## src/rtl/seg7_pkg.sv

```systemverilog
// Shared definitions for the multiplexed seven-segment display: segment
// patterns (a..g in bits 0..6, active-high), converter states, and helpers.
package seg7_pkg;

    localparam logic [6:0] SEG_BLANK = 7'b0000000;
    localparam logic [6:0] SEG_DASH  = 7'b1000000;
    localparam logic [6:0] SEG_0     = 7'b0111111;
    localparam logic [6:0] SEG_1     = 7'b0000110;
    localparam logic [6:0] SEG_2     = 7'b1011011;
    localparam logic [6:0] SEG_3     = 7'b1001111;
    localparam logic [6:0] SEG_4     = 7'b1100110;
    localparam logic [6:0] SEG_5     = 7'b1101101;
    localparam logic [6:0] SEG_6     = 7'b1111101;
    localparam logic [6:0] SEG_7     = 7'b0000111;
    localparam logic [6:0] SEG_8     = 7'b1111111;
    localparam logic [6:0] SEG_9     = 7'b1101111;

    typedef enum logic [1:0] {
        CONV_IDLE,
        CONV_SHIFT,
        CONV_DONE
    } convState_t;

    // Enough BCD digits to hold any BIN_W-bit value, and never fewer than
    // the number of display digits.
    function automatic int seg7_nbcd(input int binW, input int digits);
        int needed;
        needed = (binW + 2) / 3;
        return (digits > needed) ? digits : needed;
    endfunction

    // Codes 10..15 are unreachable from the converter and map to blank.
    function automatic logic [6:0] seg7_decode(input logic [3:0] bcd);
        case (bcd)
            4'd0:    return SEG_0;
            4'd1:    return SEG_1;
            4'd2:    return SEG_2;
            4'd3:    return SEG_3;
            4'd4:    return SEG_4;
            4'd5:    return SEG_5;
            4'd6:    return SEG_6;
            4'd7:    return SEG_7;
            4'd8:    return SEG_8;
            4'd9:    return SEG_9;
            default: return SEG_BLANK;
        endcase
    endfunction

endpackage

```

## src/rtl/bin2bcd_seq.sv

```systemverilog
// Sequential double-dabble converter: one shift-add-3 step per clock.
// Ready is low while shifting; the done cycle presents the final BCD and
// also accepts the next value, so back-to-back conversions lose no cycle.
module bin2bcd_seq
    import seg7_pkg::*;
#(
    parameter int BIN_W = 8,
    parameter int NBCD  = 3
) (
    input  logic                clk,
    input  logic                rst_n,
    input  logic                i_valid,
    input  logic [BIN_W-1:0]    i_binary,
    output logic                o_ready,
    output logic                o_done,
    output logic [NBCD*4-1:0]   o_bcd
);

    localparam int CNT_W = $clog2(BIN_W + 1);

    convState_t          r_state;
    convState_t          w_nextState;
    logic [BIN_W-1:0]    r_bin;
    logic [NBCD*4-1:0]   r_bcd;
    logic [NBCD*4-1:0]   w_adjusted;
    logic [NBCD*4-1:0]   w_shifted;
    logic [CNT_W-1:0]    r_cnt;
    logic                w_accept;
    logic                w_lastShift;

    assign o_bcd = r_bcd;

    // Converter state register; reset abandons any conversion in flight.
    always_ff @(posedge clk or negedge rst_n) begin
        if (!rst_n) begin
            r_state <= CONV_IDLE;
        end else begin
            r_state <= w_nextState;
        end
    end

    // Next state plus handshake outputs; accept is possible in idle and done.
    always_comb begin
        w_nextState = r_state;
        o_ready     = 1'b0;
        o_done      = 1'b0;
        w_accept    = 1'b0;
        w_lastShift = (r_cnt == CNT_W'(BIN_W - 1));
        case (r_state)
            CONV_IDLE: begin
                o_ready = 1'b1;
                if (i_valid) begin
                    w_accept    = 1'b1;
                    w_nextState = CONV_SHIFT;
                end
            end
            CONV_SHIFT: begin
                if (w_lastShift) begin
                    w_nextState = CONV_DONE;
                end
            end
            CONV_DONE: begin
                o_ready = 1'b1;
                o_done  = 1'b1;
                if (i_valid) begin
                    w_accept    = 1'b1;
                    w_nextState = CONV_SHIFT;
                end else begin
                    w_nextState = CONV_IDLE;
                end
            end
            default: begin
                w_nextState = CONV_IDLE;
            end
        endcase
    end

    // One double-dabble step: add 3 to every digit >= 5, then shift in the
    // next binary MSB.
    always_comb begin
        w_adjusted = r_bcd;
        for (int d = 0; d < NBCD; d++) begin
            if (r_bcd[d*4 +: 4] >= 4'd5) begin
                w_adjusted[d*4 +: 4] = r_bcd[d*4 +: 4] + 4'd3;
            end
        end
        w_shifted = {w_adjusted[NBCD*4-2:0], r_bin[BIN_W-1]};
    end

    // Datapath: capture on accept, otherwise shift while converting.
    always_ff @(posedge clk or negedge rst_n) begin
        if (!rst_n) begin
            r_bin <= '0;
            r_bcd <= '0;
            r_cnt <= '0;
        end else if (w_accept) begin
            r_bin <= i_binary;
            r_bcd <= '0;
            r_cnt <= '0;
        end else if (r_state == CONV_SHIFT) begin
            r_bin <= r_bin << 1;
            r_bcd <= w_shifted;
            r_cnt <= r_cnt + CNT_W'(1);
        end
    end

endmodule

```

## src/rtl/seven_seg_scan_n.sv

```systemverilog
// Multiplexed seven-segment driver: converts a binary value to BCD, holds
// it in a display register, and scans the digits with a prescaled index.
module seven_seg_scan_n
    import seg7_pkg::*;
#(
    parameter int BIN_W    = 8,
    parameter int DIGITS   = 3,
    parameter int PRESCALE = 131072,
    parameter int BLANK_LZ = 1
) (
    input  logic                clk,
    input  logic                rst_n,
    input  logic [BIN_W-1:0]    binary,
    input  logic                bin_valid,
    output logic                bin_ready,
    output logic [6:0]          seg,
    output logic [DIGITS-1:0]   ca,
    output logic                overflow
);

    localparam int NBCD  = seg7_nbcd(BIN_W, DIGITS);
    localparam int PRE_W = $clog2(PRESCALE);
    localparam int IDX_W = (DIGITS > 1) ? $clog2(DIGITS) : 1;

    logic                  w_done;
    logic [NBCD*4-1:0]     w_bcd;
    logic                  w_bcdOvf;
    logic                  w_tick;
    logic [PRE_W-1:0]      r_pre;
    logic [IDX_W-1:0]      r_idx;
    logic [DIGITS*4-1:0]   r_disp;
    logic                  r_ovf;
    logic [3:0]            w_digit;
    logic                  w_nonzeroAbove;
    logic [6:0]            w_segNext;
    logic [DIGITS-1:0]     w_caNext;
    logic [6:0]            r_seg;
    logic [DIGITS-1:0]     r_ca;

    bin2bcd_seq #(
        .BIN_W (BIN_W),
        .NBCD  (NBCD)
    ) u_conv (
        .clk      (clk),
        .rst_n    (rst_n),
        .i_valid  (bin_valid),
        .i_binary (binary),
        .o_ready  (bin_ready),
        .o_done   (w_done),
        .o_bcd    (w_bcd)
    );

    assign seg      = r_seg;
    assign ca       = r_ca;
    assign overflow = r_ovf;
    assign w_tick   = (r_pre == PRE_W'(PRESCALE - 1));

    // Any nonzero BCD digit beyond the display width means overflow.
    always_comb begin
        w_bcdOvf = 1'b0;
        for (int d = DIGITS; d < NBCD; d++) begin
            if (w_bcd[d*4 +: 4] != 4'd0) begin
                w_bcdOvf = 1'b1;
            end
        end
    end

    // Prescaler and digit index; the index steps on prescaler terminal count.
    always_ff @(posedge clk or negedge rst_n) begin
        if (!rst_n) begin
            r_pre <= '0;
            r_idx <= '0;
        end else if (w_tick) begin
            r_pre <= '0;
            r_idx <= (r_idx == IDX_W'(DIGITS - 1)) ? '0 : r_idx + IDX_W'(1);
        end else begin
            r_pre <= r_pre + PRE_W'(1);
        end
    end

    // Display register loads every digit at once when a conversion finishes.
    always_ff @(posedge clk or negedge rst_n) begin
        if (!rst_n) begin
            r_disp <= '0;
            r_ovf  <= 1'b0;
        end else if (w_done) begin
            r_disp <= w_bcd[DIGITS*4-1:0];
            r_ovf  <= w_bcdOvf;
        end
    end

    // Select the active digit, apply overflow dash and leading-zero blanking.
    always_comb begin
        w_digit        = 4'd0;
        w_nonzeroAbove = 1'b0;
        for (int j = 0; j < DIGITS; j++) begin
            if (IDX_W'(j) == r_idx) begin
                w_digit = r_disp[j*4 +: 4];
            end
            if (IDX_W'(j) >= r_idx && r_disp[j*4 +: 4] != 4'd0) begin
                w_nonzeroAbove = 1'b1;
            end
        end
        if (r_ovf) begin
            w_segNext = SEG_DASH;
        end else if (BLANK_LZ != 0 && r_idx != '0 && !w_nonzeroAbove) begin
            w_segNext = SEG_BLANK;
        end else begin
            w_segNext = seg7_decode(w_digit);
        end
        w_caNext = ~(DIGITS'(1) << r_idx);
    end

    // Registered outputs so segment and anode always change together.
    always_ff @(posedge clk or negedge rst_n) begin
        if (!rst_n) begin
            r_seg <= SEG_BLANK;
            r_ca  <= '1;
        end else begin
            r_seg <= w_segNext;
            r_ca  <= w_caNext;
        end
    end

endmodule

```

## config.mk

```make
export PLATFORM = sky130hd
export DESIGN_NAME = seven_seg_scan_n
export DESIGN_NICKNAME = d
export VERILOG_FILES = /design/src/rtl/seg7_pkg.sv /design/src/rtl/bin2bcd_seq.sv /design/src/rtl/seven_seg_scan_n.sv
export SDC_FILE = /design/constraint.sdc
export NUM_CORES = 1
export LEC_CHECK = 0
export CORE_ASPECT_RATIO = 0.6
export CORE_MARGIN = 3
export CORE_UTILIZATION = 58
export DETAILED_ROUTE_END_ITERATION = 10
export HOLD_SLACK_MARGIN = 0.06
export PLACE_DENSITY_LB_ADDON = 0.05
export SYNTH_ARGS = -nofsm -noshare
export SYNTH_HDL_FRONTEND = slang
export SYNTH_HIERARCHICAL = 1
export SYNTH_SLANG_ARGS = --single-unit
```

## constraint.sdc

```tcl
create_clock -name clk -period 2.9 [get_ports clk]
set_input_delay 0.725 -clock clk [delete_from_list [all_inputs] [get_ports clk]]
set_output_delay 0.725 -clock clk [all_outputs]
set_load 0.05 [all_outputs]
```

==> impl_metrics.csv, run 1 <==
group,metric,value,unit
floorplanning,dieArea,6610,um2
hold_path,min_path_type,"in2async",
floorplanning,io_pins,23,
global_route,grtUsageMet2,26.9,%
timing,final-hold-violation-count,0,
power,comb_power_share,37.3,%
power,switching_share,37.5,%
timing,rsz0062_at_grt,"false",
timing,max_freq,420,MHz
route,postRouteAntennaNets,0,
route,dr.pass1.iters,4,
yosys,syn-num-nets,325,
cells_and_area,final_core_util,70.8,%
yosys,synthMuxAreaShare,8.33,%
power,pwr-share-clk,22.1,%
yosys,synth_top_cell_area_share,48.9,%
status,outcome,"completed",
cells_and_area,final_net_count,350,
clock_network,post_cts_buffers,0,
timing,finalCritPeriodShare,82.2,%
cells_and_area,diodes,0,
global_route,use_met1,30.8,%
timing,fin_skew,0.00739,ns
route,num_vias,2222,
route,routed_wl,6.00,mm
floorplanning,die_h,64.2,um
yosys,ys_ff_latch,67,
worst_setup_path,reg2reg_from,"r_idx[0]",
yosys,synth_area_leaders,"dfrtp_1 (49%), mux2_2 (6.2%), ha_1 (5.3%), nand2_1 (4.2%), dfstp_2 (2.4%)",
clock_network,clk_path_buf_depth,2,
worst_setup_path,cp.arrival,1.66,ns
power,peakVddDrop,0.540,mV
global_route,top_usage_layer,"met1",
yosys,synth_top_family_by_area,"simple AND/OR/NAND/NOR gates",
timing,min_period,2.38,ns
yosys,yosysMostFrequentCell,"dfrtp_1",
power,p_seq_share,40.6,%
floorplanning,start_util,62.3,%
clock_network,cts_sinks,67,
yosys,synth.avg_cell_area,10.9,um2
timing,fin_setup_tns,0,ns
global_route,first_global_vias,2179,
timing,setup_viol,0,
placement,port_buffers,21,
flow_run,drv_cap,0,
worst_setup_path,rr_worst_depth,6,
worst_setup_path,critPathCaptureType,"output pin",
power,p_leak,1.68,nW
global_route,grt_overflow_total,0,
yosys,seq_area_frac_synth,51.3,%
worst_setup_path,setup.worst_path.start,"u_conv/r_state[0]",
yosys,synthDistinctLibCells,49,
yosys,synth-xor-area-share,4.28,%
clock_network,htreeDepth,3,
yosys,postSynthCellCount,300,
placement,hpwl,4.18,mm
yosys,synth-async-reset-ratio,100,%
clock_network,cts_tree,"done",
yosys,synthSimpleGateAreaFrac,16.7,%
yosys,syn_area,3270,um2
global_route,grt_pass1_wl,10.4,mm
cells_and_area,drive_above_1_share,16.7,%
power,switchingPower,1.30,mW
worst_setup_path,critical_path_class,"reg2out",
clock_network,clk_pin_slew,0.07,ns
worst_setup_path,startpoint_type,"flop",
yosys,synth_largest_area_cell,"dfrtp_1",
yosys,ys_warn_count,6,
floorplanning,core,5260,um2
route,viasPerCell,5.61,
global_route,grt_max_degree,43,
timing,slew_headroom,55.4,%
clock_network,clk_latency,0.34,ns
worst_setup_path,critPathMaxFanout,5,
global_route,use_met3,7.85,%
power,internal-power,2.16,mW
floorplanning,die_w,103,um
clock_network,ctsHoldBuffers,0,
clock_network,cts_buffers,9,
route,avgRoutedWirePerCell,15.2,um
placement,place_congestion,0.830,
global_route,grt_usage,20.3,%
clock_network,cts_resized,0,
power,powerDensity,930,nW/um2
yosys,synth_top_flop_cell,"dfrtp_1",
clock_network,root_buffer,"clkbuf_8",
timing,worst_pin_slew,0.669,ns
route,post-route-drc-count,0,
floorplanning,rows,20,
timing,holdWs,0.373,ns
cells_and_area,syn2layout_area_growth,13.6,%
yosys,synth_edf_count,0,
yosys,synthTopCellsByCount,"dfrtp_1 (64), nand2_1 (37), nor2_1 (19)",
yosys,synth-compound-area-share,10.3,%
worst_setup_path,required,2.17,ns
route,first_iter_violations,119,
timing,drv_slew,0,
yosys,synthAdderAreaFrac,5.35,%
global_route,antenna_found_initial,0,
logic make-up (layout without fill, tap and decap cells):
family / Yosys count / in the layout
AOI/OAI and AO/OA: 48 / 48
buffers and inverters: 23 / 53
adders and majority gates: 14 / 14
DFF: 67 / 67
xor gates and xnor gates: 16 / 16
and+or+nand+nor: 107 / 107
muxes: 24 / 24
other: 1 / 1
metal layers:
metal  vias up  share of wire (%)
met5         -                  0
met4         0               0.35
met3         2                5.6
met2        54                 42
met1      1063                 52
li1       1103                  -
stage by stage:
step | area (um2) | power [mW] | worst slack (ns) | cells
global route | 3720 | 3.72 | 0.439 | 396
detailed placement | 3530 | 2.71 | 0.627 | 380
floorplan | 3270 | 2.39 | 0.856 | 300
CTS | 3720 | 3.47 | 0.496 | 396
finish | 3720 | 3.46 | 0.518 | 396
global placement | 3530 | 2.65 | 0.765 | 380
path summary, 6_finish.rpt:
kind | end | slack [ns]
hold / removal | u_conv/r_bin[0] | 0.37
setup / recovery | bin_ready | 0.52
max in group asynchronous | ca[0] | 1.84
hold reg to reg | u_conv/r_bin[4] | 0.48
setup reg to reg | seg[5] | 0.59
min in group clk | u_conv/r_bin[4] | 0.48
power by group through the flow:
stage	Combinational (mW)	Clock, mW	Sequential, mW
3_3_place_gp	1.25	0	1.40
2_1_floorplan	0.912	0	1.48
4_1_cts	1.30	0.774	1.40
5_1_grt	1.45	0.822	1.44
6_report	1.29	0.763	1.41
3_5_place_dp	1.29	0	1.42
layout make-up:
class                           count  area [um2]
Clock buffer                       11         141
Inverter                           13        48.8
Timing Repair Buffer               24         240
Sequential cell                    67        1680
Clock inverter                      5        52.6
Fill cell                         380        1530
Tap cell                           66        82.6
Multi-Input combinational cell    210        1480
registers in the layout, indices dropped and copies added, names as in the netlist:
| signal | count |
|---|---|
| u_conv/r_state | 2 |
| u_conv/o_bcd | 12 |
| r_pre | 17 |
| u_conv/r_cnt | 4 |
| r_disp | 12 |
| u_conv/r_bin | 8 |
| ca | 3 |
| r_idx | 2 |
| seg | 7 |
cells in the final DEF, fill, tap and decap left out, types with 3 or more instances in the layout:
cell type	n
nand3_1	14
clkbuf_8	10
xor2_1	7
a22oi_1	6
o21ai_1	3
nor4_1	4
ha_1	14
nand2b_1	4
nand4_1	6
mux2_2	18
a21oi_1	7
dfstp_2	3
mux2i_1	4
o21ai_0	14
dfrtp_1	64
inv_1	12
nor2_1	19
nor2b_1	3
clkinv_2	3
a22o_1	3
xnor2_1	9
nor3_1	7
clkdlybuf4s50_1	20
nand2_1	37
critical path, stage by stage, from the launching register on:
cell and delay (ns):
dfrtp_1 0.42, inv_1 0.10, clkdlybuf4s50_1 0.80
(Power assumes the default switching activity.)
==> run 2, diff against run 1 <==
clock period = 2.3 ns   (was 2.9 ns; I/O delays follow)
==> impl_metrics.csv, run 2 (synthesized netlist as in run 1, its figures left out) <==
group,metric,value,unit
clock_network,clk_path_buf_depth,2,
clock_network,cts_buffers,9,
timing,max_freq,448,MHz
floorplanning,core,5260,um2
cells_and_area,multiInputGateArea,1480,um2
floorplanning,dieArea,6610,um2
cells_and_area,largest_reg_flops,17,
route,dr.pass1.iters,6,
cells_and_area,diodes,0,
route,routed_wl,6.18,mm
cells_and_area,top_register,"r_pre",
worst_setup_path,critPathMaxFanout,1,
timing,final-hold-violation-count,0,
clock_network,cts_sinks,67,
worst_setup_path,cp_num_buf_inv,1,
timing,drv_slew,0,
floorplanning,start_util,62.3,%
power,peakVddDrop,0.764,mV
worst_setup_path,critPathCaptureType,"output pin",
timing,rsz0062_at_grt,"false",
clock_network,htreeDepth,3,
timing,finalCritPeriodShare,97.0,%
worst_setup_path,startpoint_type,"flop",
clock_network,root_buffer,"clkbuf_8",
route,num_vias,2285,
cells_and_area,final_common_cell,"dfrtp_1",
global_route,grt_usage,22.2,%
power,powerDensity,1140,nW/um2
worst_setup_path,crit_chain,"clkdlybuf4s50_1",
global_route,first_global_vias,2367,
cells_and_area,register_area,1680,um2
timing,worst_pin_slew,0.549,ns
cells_and_area,fillCellCount,391,
cells_and_area,final_net_count,352,
clock_network,clk_latency,0.35,ns
status,outcome,"completed",
global_route,antenna_found_initial,0,
flow_run,drv_cap,0,
clock_network,clk_pin_slew,0.08,ns
worst_setup_path,crit_slowest_cell,"clkdlybuf4s50_1",
route,postRouteAntennaNets,0,
worst_setup_path,cp_top_family,"buffers and inverters",
floorplanning,die_h,64.2,um
timing,min_period,2.23,ns
clock_network,cts_tree,"done",
floorplanning,die_w,103,um
timing,setup_viol,0,
floorplanning,io_pins,23,
worst_setup_path,critical_path_class,"reg2out",
hold_path,min_path_type,"in2async",
cells_and_area,drive_above_1_share,16.9,%
placement,hpwl,4.17,mm
global_route,grt_max_degree,68,
timing,slew_headroom,63.4,%
timing,worst_slack,0.0699,ns
route,post-route-drc-count,0,
worst_setup_path,cp.arrival,1.66,ns
power,p_leak,1.70,nW
cells_and_area,mostFrequentLayoutCells,"dfrtp_1 (64), nand2_1 (37), nor2_1 (19), clkdlybuf4s50_1 (19), mux2_2 (18)",
placement,place_congestion,0.831,
global_route,grt_pass1_wl,11.3,mm
worst_setup_path,required,1.73,ns
global_route,grt_overflow_total,0,
placement,place_ws,0.0482,ns
route,first_iter_violations,129,
route,viasPerCell,5.74,
worst_setup_path,cp_slowest_stage_delay,0.80,ns
timing,holdWs,0.211,ns
timing,fin_setup_tns,0,ns
floorplanning,rows,20,
cells_and_area,syn2layout_area_growth,13.4,%
timing,fin_skew,0.0109,ns
placement,port_buffers,21,
route,avgRoutedWirePerCell,15.5,um
==> run 2: layout make-up <==
| type | count | area share [%] |
|---|---|---|
| Timing Repair Buffer | 26 | 6.94 |
| Tap cell | 66 | 2.22 |
| Clock buffer | 13 | 4.01 |
| Inverter | 13 | 1.31 |
| Multi-Input combinational cell | 210 | 39.9 |
| Sequential cell | 67 | 45.2 |
| Clock inverter | 3 | 0.404 |
==> run 2: through the flow <==
| stage | power (mW) | cell area [um2] | util [%] | cells |
|---|---|---|---|---|
| 3_3_place_gp | 3.35 | 3540 | 67.4 | 382 |
| 2_1_floorplan | 3.01 | 3270 | - | 300 |
| 3_5_place_dp | 3.42 | 3540 | 67.4 | 382 |
| 5_1_grt | 4.61 | 3710 | 70.7 | 398 |
| 4_1_cts | 4.27 | 3710 | 70.5 | 398 |
| 6_report | 4.25 | 3710 | 70.7 | 398 |
==> run 2: final timing paths <==
kind                            startpoint          endpoint  slack (ns)  cells after the start
worst max register to register    r_idx[0]            seg[5]        0.16                      6
worst min register to register    r_pre[0]          r_pre[0]        0.48                      1
worst max-delay path                 ca[1]             ca[1]        0.07                      1
max in group asynchronous            rst_n             ca[1]        1.74                      2
min in group clk                  r_pre[0]          r_pre[0]        0.48                      1
worst min-delay path                 rst_n  u_conv/o_bcd[10]        0.21                      2
==> run 2: routing by layer <==
metal / up-vias / global-route usage [%] / routed length (um)
met5: - / 0 / 0
met4: 0 / 7.59 / 67
met3: 8 / 6.54 / 281
met2: 50 / 32.4 / 2730
met1: 1119 / 31.7 / 3100
li1: 1108 / - / -
==> run 2: power breakdown <==
part / total [mW] / leakage (nW) / switching (mW) / internal (mW)
Sequential: 1.78 / 0.844 / 0.271 / 1.50
Clock: 0.835 / 0.0872 / 0.419 / 0.416
Combinational: 1.64 / 0.764 / 0.933 / 0.704
==> run 2: repair_timing <==
item | CTS | global route
endpoints found under the setup margin | 0 | 4
resized for setup | 0 | 2
hold buffers | 0 | 0
buffers inserted | 0 | 0
==> run 3, diff against run 2 <==
CORE_UTILIZATION = 35   (was 58)
SETUP_SLACK_MARGIN = 0.3   (was default)
==> impl_metrics.csv, run 3 (synthesized netlist as in run 1, its figures left out) <==
group,metric,value,unit
route,viasPerCell,4.81,
placement,dp_cells,431,
timing,finalCritPeriodShare,84.0,%
worst_setup_path,critPathMaxFanout,1,
floorplanning,die_h,80.9,um
hold_path,min_path_type,"in2async",
timing,setup_viol,0,
flow_run,drv_cap,0,
power,peakVddDrop,0.434,mV
cells_and_area,top_register,"r_pre",
worst_setup_path,cp_top_family,"buffers and inverters",
timing,fin_setup_tns,0,ns
cells_and_area,largest_reg_flops,17,
clock_network,clk_path_buf_depth,2,
worst_setup_path,crit_slowest_cell,"dlygate4sd2_1",
cells_and_area,final_common_cell,"dfrtp_1",
worst_setup_path,critPathCaptureType,"output pin",
cells_and_area,fillCellCount,846,
placement,hpwl,4.54,mm
floorplanning,die_w,131,um
route,postRouteAntennaNets,0,
route,num_vias,2184,
worst_setup_path,crit_chain,"dlygate4sd2_1",
cells_and_area,final_cell_area,3980,um2
power,pwr-share-clk,27.9,%
global_route,grt_usage,14.1,%
route,dr.pass1.iters,4,
route,drt-met1-wl,3.77,mm
power,switching_share,35.1,%
worst_setup_path,cp_slowest_stage_delay,0.52,ns
placement,place_congestion,0.751,
floorplanning,io_pins,23,
route,first_iter_violations,87,
global_route,grt_overflow_total,0,
clock_network,clk_latency,0.33,ns
placement,port_buffers,21,
timing,max_freq,518,MHz
route,post-route-drc-count,0,
timing,worst_pin_slew,0.607,ns
timing,rsz0062_at_grt,"false",
power,comb_power_share,35.2,%
worst_setup_path,startpoint_type,"flop",
status,outcome,"completed",
timing,fin_skew,0.00710,ns
clock_network,cts_sinks,67,
route,wl_met3,220,um
timing,drv_slew,0,
clock_network,cts_buffers,9,
floorplanning,rows,26,
cells_and_area,drive_above_1_share,20.8,%
power,p_leak,1.78,nW
cells_and_area,mostFrequentLayoutCells,"dfrtp_1 (63), nand2_1 (37), nor2_1 (19)",
global_route,first_global_vias,2183,
worst_setup_path,reg2reg_from,"r_idx[0]",
clock_network,root_buffer,"clkbuf_16",
timing,slew_headroom,59.5,%
clock_network,cts_tree,"done",
global_route,antenna_found_initial,0,
floorplanning,start_util,37.3,%
power,internal-power,3.11,mW
cells_and_area,final_cell_count_no_fill,454,
clock_network,htreeDepth,3,
global_route,grt_pass1_wl,11.3,mm
timing,final-hold-violation-count,0,
power,p_seq_share,36.9,%
route,routed-wl-met2,2.43,mm
route,avgRoutedWirePerCell,14.3,um
placement,place_area,3640,um2
cells_and_area,diodes,0,
worst_setup_path,cp_num_buf_inv,1,
worst_setup_path,critical_path_class,"reg2out",
route,top_layer,"met4",
timing,min_period,1.93,ns
floorplanning,core,8780,um2
cells_and_area,multiInputGateArea,1500,um2
power,total_power,4.79,mW
power,switchingPower,1.68,mW
cells_and_area,register_area,1680,um2
clock_network,clk_pin_slew,0.05,ns
route,routed_wl,6.51,mm
global_route,grt_max_degree,28,
floorplanning,dieArea,10600,um2
worst_setup_path,cp.arrival,1.36,ns
cells_and_area,final_net_count,362,
power,powerDensity,1200,nW/um2
cells_and_area,syn2layout_area_growth,21.7,%
worst_setup_path,setup.worst_path.start,"ca[1]",
worst_setup_path,required,1.73,ns
-- run 3: changes by cell type in the layout (fill, tap and decap cells not counted), moves of 2 or more --
| cell | change |
|---|---|
| clkdlybuf4s50_1 | -10 |
| dlygate4sd2_1 | +10 |
| clkbuf_16 | +9 |
| clkbuf_8 | -9 |
| buf_4 | +8 |
| clkinv_2 | -2 |
| inv_2 | +2 |
-- run 3: metal layers --
layer | track usage [%] | vias up
met1 | 21.3 | 1028
met2 | 18.1 | 20
met3 | 4.73 | 7
met5 | 0 | -
li1 | - | 1129
met4 | 5.75 | 0
-- run 3: cell type report --
type                            instances  area share [%]
Clock buffer                           14            6.38
Timing Repair Buffer                   36            8.26
Clock inverter                          2           0.879
Sequential cell                        67            42.2
Multi-Input combinational cell        210            37.5
Tap cell                              112            3.52
Inverter                               13            1.22
-- run 3: what timing repair did --
| item | 4_1_cts | 5_1_grt |
|---|---|---|
| pin swaps | 1 | 4 |
| gates resized for setup | 13 | 7 |
| hold buffers | 0 | 0 |
| setup endpoints to repair | 15 | 16 |
| buffers inserted | 3 | 4 |
-- run 3: final timing paths --
path	endpoint	slack, ns	depth (start not counted)
worst max-delay path	ca[1]	0.37	1
worst min-delay path	u_conv/r_bin[1]	0.25	1
worst max register to register	seg[3]	0.39	6
worst min register to register	u_conv/r_state[1]	0.48	1
max in group asynchronous	r_idx[0]	1.50	2
min in group clk	u_conv/r_state[1]	0.48	1
-- run 3: power by group through the flow --
stage	logic (mW)	registers (mW)	clock network, mW
6_report	1.68	1.77	1.34
5_1_grt	1.90	1.82	1.43
4_1_cts	1.66	1.77	1.39
3_5_place_dp	1.67	1.79	0
3_3_place_gp	1.65	1.79	0
2_1_floorplan	1.16	1.86	0
-- run 3: through the flow --
stage / hold WS, ns / setup WS, ns / util, %
finish: 0.249 / 0.368 / 45.4
global route: 0.291 / 0.302 / 45.4
CTS: 0.262 / 0.326 / 44.9
detailed placement: 0.468 / 0.0761 / 41.4
global placement: 0.458 / 0.208 / 41.4
floorplan: 0.279 / 0.307 / -
